--- config.mk ---
export PLATFORM = sky130hd
export DESIGN_NAME = adder_8bit
export DESIGN_NICKNAME = d
export VERILOG_FILES = /design/src/rtl/adder_8bit.sv
export SDC_FILE = /design/constraint.sdc
export NUM_CORES = 1
export LEC_CHECK = 0
export CAP_MARGIN = 15
export CORE_MARGIN = 2
export CORE_UTILIZATION = 40
export CTS_CLUSTER_SIZE = 40
export DETAILED_ROUTE_END_ITERATION = 8
export GPL_TIMING_DRIVEN = 0
export PLACE_DENSITY = 0.75
export SLEW_MARGIN = 20
export SYNTH_ARGS = -nofsm -noshare
export SYNTH_HDL_FRONTEND = slang
export SYNTH_SLANG_ARGS = --single-unit
--- constraint.sdc ---
create_clock -name clk -period 2.7 [get_ports clk]
set_input_delay 0.405 -clock clk [delete_from_list [all_inputs] [get_ports clk]]
set_output_delay 0.405 -clock clk [all_outputs]
set_load 0.02 [all_outputs]
--- src/rtl/adder_8bit.sv ---
// ---------------------------------------------------------------------------
// adder_8bit
//   Registered 8-bit two's-complement adder with carry-in, carry-out and
//   signed-overflow flags. Add/subtract datapath of the Booth multiplier:
//     A+M : b = M,  cin = 0
//     A-M : b = ~M, cin = 1  (cout = 1 means no borrow)
//   Core is two 4-bit carry-lookahead groups. One result per cycle, no stall.
//
//   Build option ADDER_8BIT_INREG_EN: adds an input register stage on
//   a/b/cin/in_valid, raising latency from 1 to 2 cycles.
//
// Ports
//   clk        in   1  clock, all state on posedge
//   rst        in   1  synchronous active-high reset
//   in_valid   in   1  a/b/cin valid this cycle
//   a, b       in   8  operands
//   cin        in   1  carry-in
//   sum        out  8  registered (a+b+cin) mod 256
//   cout       out  1  registered carry out of bit 7
//   ovf        out  1  registered signed overflow (c7 ^ c8)
//   out_valid  out  1  outputs carry a new result this cycle
// ---------------------------------------------------------------------------
module adder_8bit (
   input  logic       clk,
   input  logic       rst,
   input  logic       in_valid,
   input  logic [7:0] a,
   input  logic [7:0] b,
   input  logic       cin,
   output logic [7:0] sum,
   output logic       cout,
   output logic       ovf,
   output logic       out_valid
);

   // Flattened lookahead carries c1..c4 of one 4-bit group.
   function automatic logic [4:1] cla4(input logic [3:0] g,
                                       input logic [3:0] p,
                                       input logic       ci);
      logic [4:1] c;
      c[1] = g[0] | (p[0] & ci);
      c[2] = g[1] | (p[1] & g[0]) | (p[1] & p[0] & ci);
      c[3] = g[2] | (p[2] & g[1]) | (p[2] & p[1] & g[0])
           | (p[2] & p[1] & p[0] & ci);
      c[4] = g[3] | (p[3] & g[2]) | (p[3] & p[2] & g[1])
           | (p[3] & p[2] & p[1] & g[0]) | (p[3] & p[2] & p[1] & p[0] & ci);
      return c;
   endfunction

   // Operand stage feeding the adder core.
   logic [7:0] op_a;
   logic [7:0] op_b;
   logic       op_cin;
   logic       op_vld;

`ifdef ADDER_8BIT_INREG_EN
   logic [7:0] a_q, a_d;
   logic [7:0] b_q, b_d;
   logic       cin_q, cin_d;
   logic       vld_q;

   // Operands are captured only with in_valid so X/Z on idle inputs never
   // enters the pipeline.
   always_comb begin
      a_d   = a_q;
      b_d   = b_q;
      cin_d = cin_q;
      if (in_valid) begin
         a_d   = a;
         b_d   = b;
         cin_d = cin;
      end
   end

   always_ff @(posedge clk) begin
      if (rst) begin
         a_q   <= 8'h00;
         b_q   <= 8'h00;
         cin_q <= 1'b0;
         vld_q <= 1'b0;
      end else begin
         a_q   <= a_d;
         b_q   <= b_d;
         cin_q <= cin_d;
         vld_q <= in_valid;
      end
   end

   assign op_a   = a_q;
   assign op_b   = b_q;
   assign op_cin = cin_q;
   assign op_vld = vld_q;
`else
   assign op_a   = a;
   assign op_b   = b;
   assign op_cin = cin;
   assign op_vld = in_valid;
`endif

   logic [7:0] g;
   logic [7:0] p;
   logic [4:1] c_lo;
   logic [4:1] c_hi;
   logic [8:0] carry;

   assign g     = op_a & op_b;
   assign p     = op_a ^ op_b;
   assign c_lo  = cla4(g[3:0], p[3:0], op_cin);
   assign c_hi  = cla4(g[7:4], p[7:4], c_lo[4]);
   assign carry = {c_hi, c_lo, op_cin};

   logic [7:0] sum_q, sum_d;
   logic       cout_q, cout_d;
   logic       ovf_q, ovf_d;
   logic       vld_o_q;

   // Result registers load only on a valid operation; otherwise they hold.
   always_comb begin
      sum_d  = sum_q;
      cout_d = cout_q;
      ovf_d  = ovf_q;
      if (op_vld) begin
         sum_d  = p ^ carry[7:0];
         cout_d = carry[8];
         ovf_d  = carry[7] ^ carry[8];
      end
   end

   always_ff @(posedge clk) begin
      if (rst) begin
         sum_q   <= 8'h00;
         cout_q  <= 1'b0;
         ovf_q   <= 1'b0;
         vld_o_q <= 1'b0;
      end else begin
         sum_q   <= sum_d;
         cout_q  <= cout_d;
         ovf_q   <= ovf_d;
         vld_o_q <= op_vld;
      end
   end

   assign sum       = sum_q;
   assign cout      = cout_q;
   assign ovf       = ovf_q;
   assign out_valid = vld_o_q;

endmodule

==> results.json, run 1 <==
{
  "status": "finished, final reports clean",
  "finalHoldViolCount": 0,
  "dr.pass1.iters": 4,
  "die_area_um2": 2267,
  "syn_area_per_cell_um2": 9.392,
  "setup_viol": 0,
  "fill_cells": 161,
  "grt-ovfl-total": 0,
  "fin_nets": 145,
  "coreArea_um2": 1764,
  "syn-cell-area_um2": 760.7,
  "synth_cell_types": 35,
  "gp_congestion": 0.8530,
  "yosysWarningCount": 0,
  "r2r_cells": 3,
  "worst-path-stages": 8,
  "async_flop_share_pct": 0,
  "routed_wl_mm": 1.679,
  "drv_cap": 0,
  "skew_ps": 0,
  "insertion_delay_ps": 260,
  "rsz0062_at_grt": "false",
  "pwr_density_cell_nw_per_um2": 432.3,
  "io-pin-count": 31,
  "cts-htree-levels": 1,
  "port_buffers": 29,
  "cts-buffers-inserted": 3,
  "num_vias": 727,
  "dp_hpwl_mm": 1.410,
  "fin_ws_ps": 319.1,
  "crit_type": "input pin to register",
  "cp-end-kind": "register",
  "fmax_mhz": 420.0,
  "cts_root_buffer": "clkbuf_4",
  "layout_min_cycle_time_ps": 2381,
  "grt_pass1_wl_mm": 2.739,
  "tightest_slew_ps": 412.4,
  "cp.arrival_ps": 2560,
  "leakagePower_nw": 0.4604,
  "cts_setup_buffers": 0,
  "drtAntennaViolNets": 0,
  "layout-drive-gt1-share_pct": 7.018,
  "grt_max_degree": 11,
  "die_w_um": 47.61,
  "diodes": 0,
  "synth-seq-area-share_pct": 28.95,
  "ir_drop_uv": 175.3,
  "routedWlPerCell_um": 12.08,
  "grt_pass1_vias": 669,
  "tritoncts": "built",
  "fp.dieH_um": 47.61,
  "synth_cells": 81,
  "grt_usage_pct": 16.87,
  "synth-seq-cells": 11,
  "fin_crit_sh_pct": 88.18,
  "path_clk_slew_ps": 70,
  "initialDrtViolationCount": 14,
  "tns_ps": 0,
  "cts.sinks": 11,
  "rows": 15,
  "path_delay_family": "compound AO/OA/AOI/OAI gates",
  "slew_viol_final": 0,
  "path_buf_inv": 1,
  "synth-edff-count": 0,
  "start_util_pct": 43.12,
  "area_growth_pct": 45.72,
  "drcViolationCount": 0,
  "cts_hold_buf": 0,
  "relSlewSlack_pct": 72.50,
  "antenna_found_initial": 0,
  "crit_chain": "clkdlybuf4s50_1 > ha_1 > a211oi_2 > o21bai_1 > a21o_1 > fa_1 > xnor2_1 > a211oi_1",
  "utilization_pct": 62.84,
  "clockBufferDepth": 2,
  "start_kind": "input pin",
  "syn_nets": 111,
  "avgViaCountPerCell": 5.230,
  "crit_required_ps": 2880,
  "path_max_fanout": 3,
  "critPathSlowestCell": "clkdlybuf4s50_1",
  "dp_slack_ps": 35.66,
  "cts_resized": 0,
  "min_path_cells": 2,
  "synthFlopType": "dfxtp_1",
  "hp-class": "register to register",
  "max_stage_delay_ps": 450
}
[final timing paths]
check                        endpoint                 from  slack, ps
hold reg to reg   sum[1]$_SDFFE_PP0P_  sum[1]$_SDFFE_PP0P_        490
hold / removal    sum[1]$_SDFFE_PP0P_  sum[1]$_SDFFE_PP0P_        490
setup reg to reg     ovf$_SDFFE_PP0P_     ovf$_SDFFE_PP0P_       1870
setup / recovery  sum[5]$_SDFFE_PP0P_                 a[0]        320
[metrics by stage]
step	hold slack [ps]	area [um2]	power, mW	std cells
floorplan	543.6	760.7	0.2948	81
global placement	457.4	1082	0.3699	135
detailed placement	479.5	1082	0.3729	135
CTS	490.9	1109	0.4812	139
global route	517.7	1109	0.5114	139
finish	487.3	1109	0.4792	139
[registers in the layout, summed over array words and instances (netlist names)]
| register | flops |
|---|---|
| sum | 8 |
| cout | 1 |
| out_valid | 1 |
| ovf | 1 |
[cells by family after synthesis]
kind of cell | synth area share (%)
xor gates and xnor gates | 3.455
adders and majority gates | 18.42
and+or+nand+nor | 18.75
AOI/OAI and AO/OA | 24.34
muxes | 3.948
DFF | 28.95
buffers and inverters | 2.137
[cells in the mapped netlist (2+ instances only)]
| master | n | area share (%) |
|---|---|---|
| dfxtp_1 | 11 | 29 |
| ha_1 | 8 | 13 |
| nor2_1 | 8 | 3.9 |
| nor3b_1 | 5 | 4.9 |
| a21o_1 | 4 | 3.9 |
| nand2b_1 | 4 | 3.3 |
| a21oi_1 | 3 | 2.0 |
| mux2i_1 | 3 | 3.9 |
| xnor2_1 | 3 | 3.5 |
| a211oi_1 | 2 | 2.0 |
| clkbuf_1 | 2 | 0.99 |
| fa_1 | 2 | 5.3 |
| nand2_1 | 2 | 0.99 |
| o211ai_1 | 2 | 2.0 |
| o22ai_1 | 2 | 1.6 |
[final cells by class]
cell class,instances,area (um2),area share (%)
multi-input cells,66,524.3,47.29
well taps,25,31.28,2.822
inverters,1,3.754,0.3386
repair buffers,29,290.3,26.19
plain buffers,3,12.51,1.129
clock buffers,4,26.28,2.370
flip-flops and latches,11,220.2,19.86
[cell usage in the layout (no fill, tap or decap)]
cell and count:
ha_1 8, nor3_1 1, a211oi_2 1, nand3_1 1
o31ai_1 1, a31oi_1 1, or3_2 1, o211ai_2 1
inv_1 1, o21ai_2 1, and2_1 1, buf_2 1
a211oi_1 2, a21o_1 4, a21oi_1 3, nand2b_1 4
xnor2_1 3, o22ai_1 2, o21bai_1 1, clkbuf_1 3
nand2_1 2, clkbuf_4 3, o31a_1 1, dfxtp_1 11
mux2i_1 3, or3_1 1, nand4_1 1, o21ai_1 1
and3_1 1, nor2_1 8, clkdlybuf4s50_1 29, nor3b_1 5
o211a_1 1, a211o_1 1, o211ai_1 2, fa_1 2
o311a_1 1
[tightest hold or removal path, cell delays in order (launching register included)]
cell and delay (ps):
dfxtp_1 310, nor2_1 80, a211oi_1 50
[per-layer routing]
layer / part of all wire, % / global-route usage (%) / up-vias
met5: 0 / 0 / -
li1: - / - / 372
met4: 0.89 / 5.946 / 0
met2: 48 / 28.65 / 22
met3: 4.1 / 2.642 / 2
met1: 47 / 21.69 / 331
[power by group]
part	leakage [nW]	switching [mW]	internal (mW)	total, mW
Clock	0.0150	0.0532	0.0571	0.110
Sequential	0.0910	0.00721	0.178	0.185
Combinational	0.354	0.0869	0.0967	0.184
(Power assumes the default switching activity.)
==> run 2: changes to the inputs <==
--- a/config.mk
+++ b/config.mk
@@ -12,6 +12,7 @@
 export DETAILED_ROUTE_END_ITERATION = 8
 export GPL_TIMING_DRIVEN = 0
 export PLACE_DENSITY = 0.75
+export SKIP_LAST_GASP = 1
 export SLEW_MARGIN = 20
 export SYNTH_ARGS = -nofsm -noshare
 export SYNTH_HDL_FRONTEND = slang
==> results of run 2 <==
Final layout, timing and power as in run 1 (identical DEF).
==> run 3: changes to the inputs <==
--- a/config.mk
+++ b/config.mk
@@ -6,12 +6,12 @@
 export NUM_CORES = 1
 export LEC_CHECK = 0
 export CAP_MARGIN = 15
+export CORE_ASPECT_RATIO = 1.75
 export CORE_MARGIN = 2
-export CORE_UTILIZATION = 40
+export CORE_UTILIZATION = 30
 export CTS_CLUSTER_SIZE = 40
 export DETAILED_ROUTE_END_ITERATION = 8
 export GPL_TIMING_DRIVEN = 0
-export PLACE_DENSITY = 0.75
 export SKIP_LAST_GASP = 1
 export SLEW_MARGIN = 20
 export SYNTH_ARGS = -nofsm -noshare
==> constraint.sdc (replaced) <==
create_clock -name clk -period 2.2 [get_ports clk]
set_input_delay 0.33 -clock clk [delete_from_list [all_inputs] [get_ports clk]]
set_output_delay 0.33 -clock clk [all_outputs]
set_load 0.02 [all_outputs]
==> run 3 against run 2 <==
Clock skew stayed put. Hold slack worse by 8.4 ps. Die area is 31% higher. Critical path depth stayed put. Largest power group is now combinational cells. Highest routed layer unchanged.
==> results.json, run 3 (synthesis gave the netlist of run 1 again) <==
{
  "drtAntennaViolNets": 0,
  "routedWlPerCell_um": 13.47,
  "status": "finished, final reports clean",
  "layout_common_cells": "clkdlybuf4s50_1 (27), dfxtp_1 (11), nor2_1 (8), ha_1 (7), nor3b_1 (5)",
  "largest_reg_flops": 8,
  "tightest_slew_ps": 454.3,
  "gp_congestion": 0.7987,
  "seqPwrFrac_pct": 33.7,
  "fin_ws_ps": 115.8,
  "die_area_um2": 2970,
  "report.power.total_mw": 0.6765,
  "fin_cells": 144,
  "antenna_found_initial": 0,
  "rows": 24,
  "skew_ps": 0,
  "grt_max_degree": 11,
  "switching_power_mw": 0.1979,
  "grt_pass1_wl_mm": 3.174,
  "ir_drop_uv": 313.4,
  "io-pin-count": 31,
  "num_vias": 760,
  "cp.arrival_ps": 2240,
  "fin_crit_sh_pct": 94.74,
  "dp_slack_ps": -417.3,
  "insertion_delay_ps": 230,
  "switching_share_pct": 29.25,
  "finalHoldViolCount": 0,
  "routed_wl_mm": 1.939,
  "die_w_um": 42.07,
  "tritoncts": "built",
  "fmax_mhz": 479.8,
  "layout-drive-gt1-share_pct": 11.86,
  "pwr_density_cell_nw_per_um2": 573.3,
  "clock_power_share_pct": 29.8,
  "relSlewSlack_pct": 69.71,
  "hp-class": "register to register",
  "drv_cap": 0,
  "port_buffers": 29,
  "drcViolationCount": 0,
  "clockBufferDepth": 2,
  "dpl.cell_count": 136,
  "coreArea_um2": 2462,
  "cts_root_buffer": "clkbuf_8",
  "dr.pass1.iters": 4,
  "start_util_pct": 30.89,
  "crit_type": "input pin to register",
  "setup_viol": 0,
  "fp.dieH_um": 70.62,
  "cts-htree-levels": 1,
  "grt-ovfl-total": 0,
  "area_growth_pct": 55.10,
  "cts.sinks": 11,
  "grt_usage_pct": 13.60,
  "layout_min_cycle_time_ps": 2084,
  "diodes": 0,
  "avgViaCountPerCell": 5.278,
  "final_common_cell": "clkdlybuf4s50_1",
  "slew_viol_final": 0,
  "cts_hold_buf": 0,
  "path_clk_slew_ps": 50,
  "cts-buffers-inserted": 3,
  "initialDrtViolationCount": 9,
  "start_kind": "input pin",
  "grt_pass1_vias": 726,
  "dp_hpwl_mm": 1.461,
  "fin_nets": 149,
  "leakagePower_nw": 0.4923,
  "path_max_fanout": 3,
  "crit_required_ps": 2350,
  "internal_power_mw": 0.4786,
  "cp-end-kind": "register",
  "comb_power_share_pct": 36.5
}
[run 3: cell types whose count changed in the layout (fill, tap and decap cells not counted), sizes merged]
cell           change
dlygate4sd2        +2
clkdlybuf4s50      -2
buf                +4
[run 3: power by group through the flow]
stage,Combinational (mW),Clock [mW],Sequential (mW)
global route,0.270,0.215,0.231
floorplan,0.106,0,0.255
CTS,0.237,0.205,0.228
finish,0.247,0.202,0.228
global placement,0.224,0,0.232
detailed placement,0.227,0,0.232
[run 3: metrics by stage]
| stage | hold WS (ps) | area (um2) | TNS [ps] | util (%) |
|---|---|---|---|---|
| after floorplan | 537.8 | 760.7 | 0 | - |
| after global placement | 465.8 | 1084 | -710.3 | 44.00 |
| after detailed placement | 471.0 | 1084 | -788.6 | 44.00 |
| after CTS | 478.8 | 1152 | 0 | 46.80 |
| after global routing | 501.9 | 1180 | -15.59 | 47.92 |
| final | 479.0 | 1180 | 0 | 47.92 |
[run 3: repair_timing]
| action | 4_1_cts | 5_1_grt |
|---|---|---|
| endpoints found under the setup margin | 2 | 2 |
| gates resized for setup | 3 | 2 |
| pin swaps | 3 | 2 |
| buffers inserted | 3 | 1 |
[run 3: path summary, 6_finish.rpt]
| path | from | endpoint | slack, ps | cells past startpoint |
|---|---|---|---|---|
| worst min-delay path | sum[2]$_SDFFE_PP0P_ | sum[2]$_SDFFE_PP0P_ | 480 | 2 |
| worst min register to register | sum[2]$_SDFFE_PP0P_ | sum[2]$_SDFFE_PP0P_ | 480 | 2 |
| worst max register to register | sum[7]$_SDFFE_PP0P_ | sum[7]$_SDFFE_PP0P_ | 1380 | 3 |
| worst max-delay path | a[1] | sum[5]$_SDFFE_PP0P_ | 120 | 8 |
[run 3: routing by layer]
metal / part of all wire, % / global-route usage (%) / up-vias
met3: 4.3 / 2.806 / 2
met5: 0 / 0 / -
met2: 56 / 23.96 / 17
li1: - / - / 379
met1: 38 / 15.40 / 362
met4: 1.5 / 6.250 / 0
[run 3: critical path, stage by stage]
cell and delay [ps]:
clkdlybuf4s50_1 500, ha_4 230, o21ai_4 170, o21bai_1 110, a21o_1 200, fa_1 370, xnor2_1 140, a211oi_1 180
[run 3: final cells by class]
type                    instances  area (um2)
inverters                       1       3.754
repair buffers                 33       317.8
well taps                      26       32.53
plain buffers                   3       12.51
flip-flops and latches         11       220.2
clock buffers                   4       45.04
multi-input cells              66       548.0
fillers                       256        1282
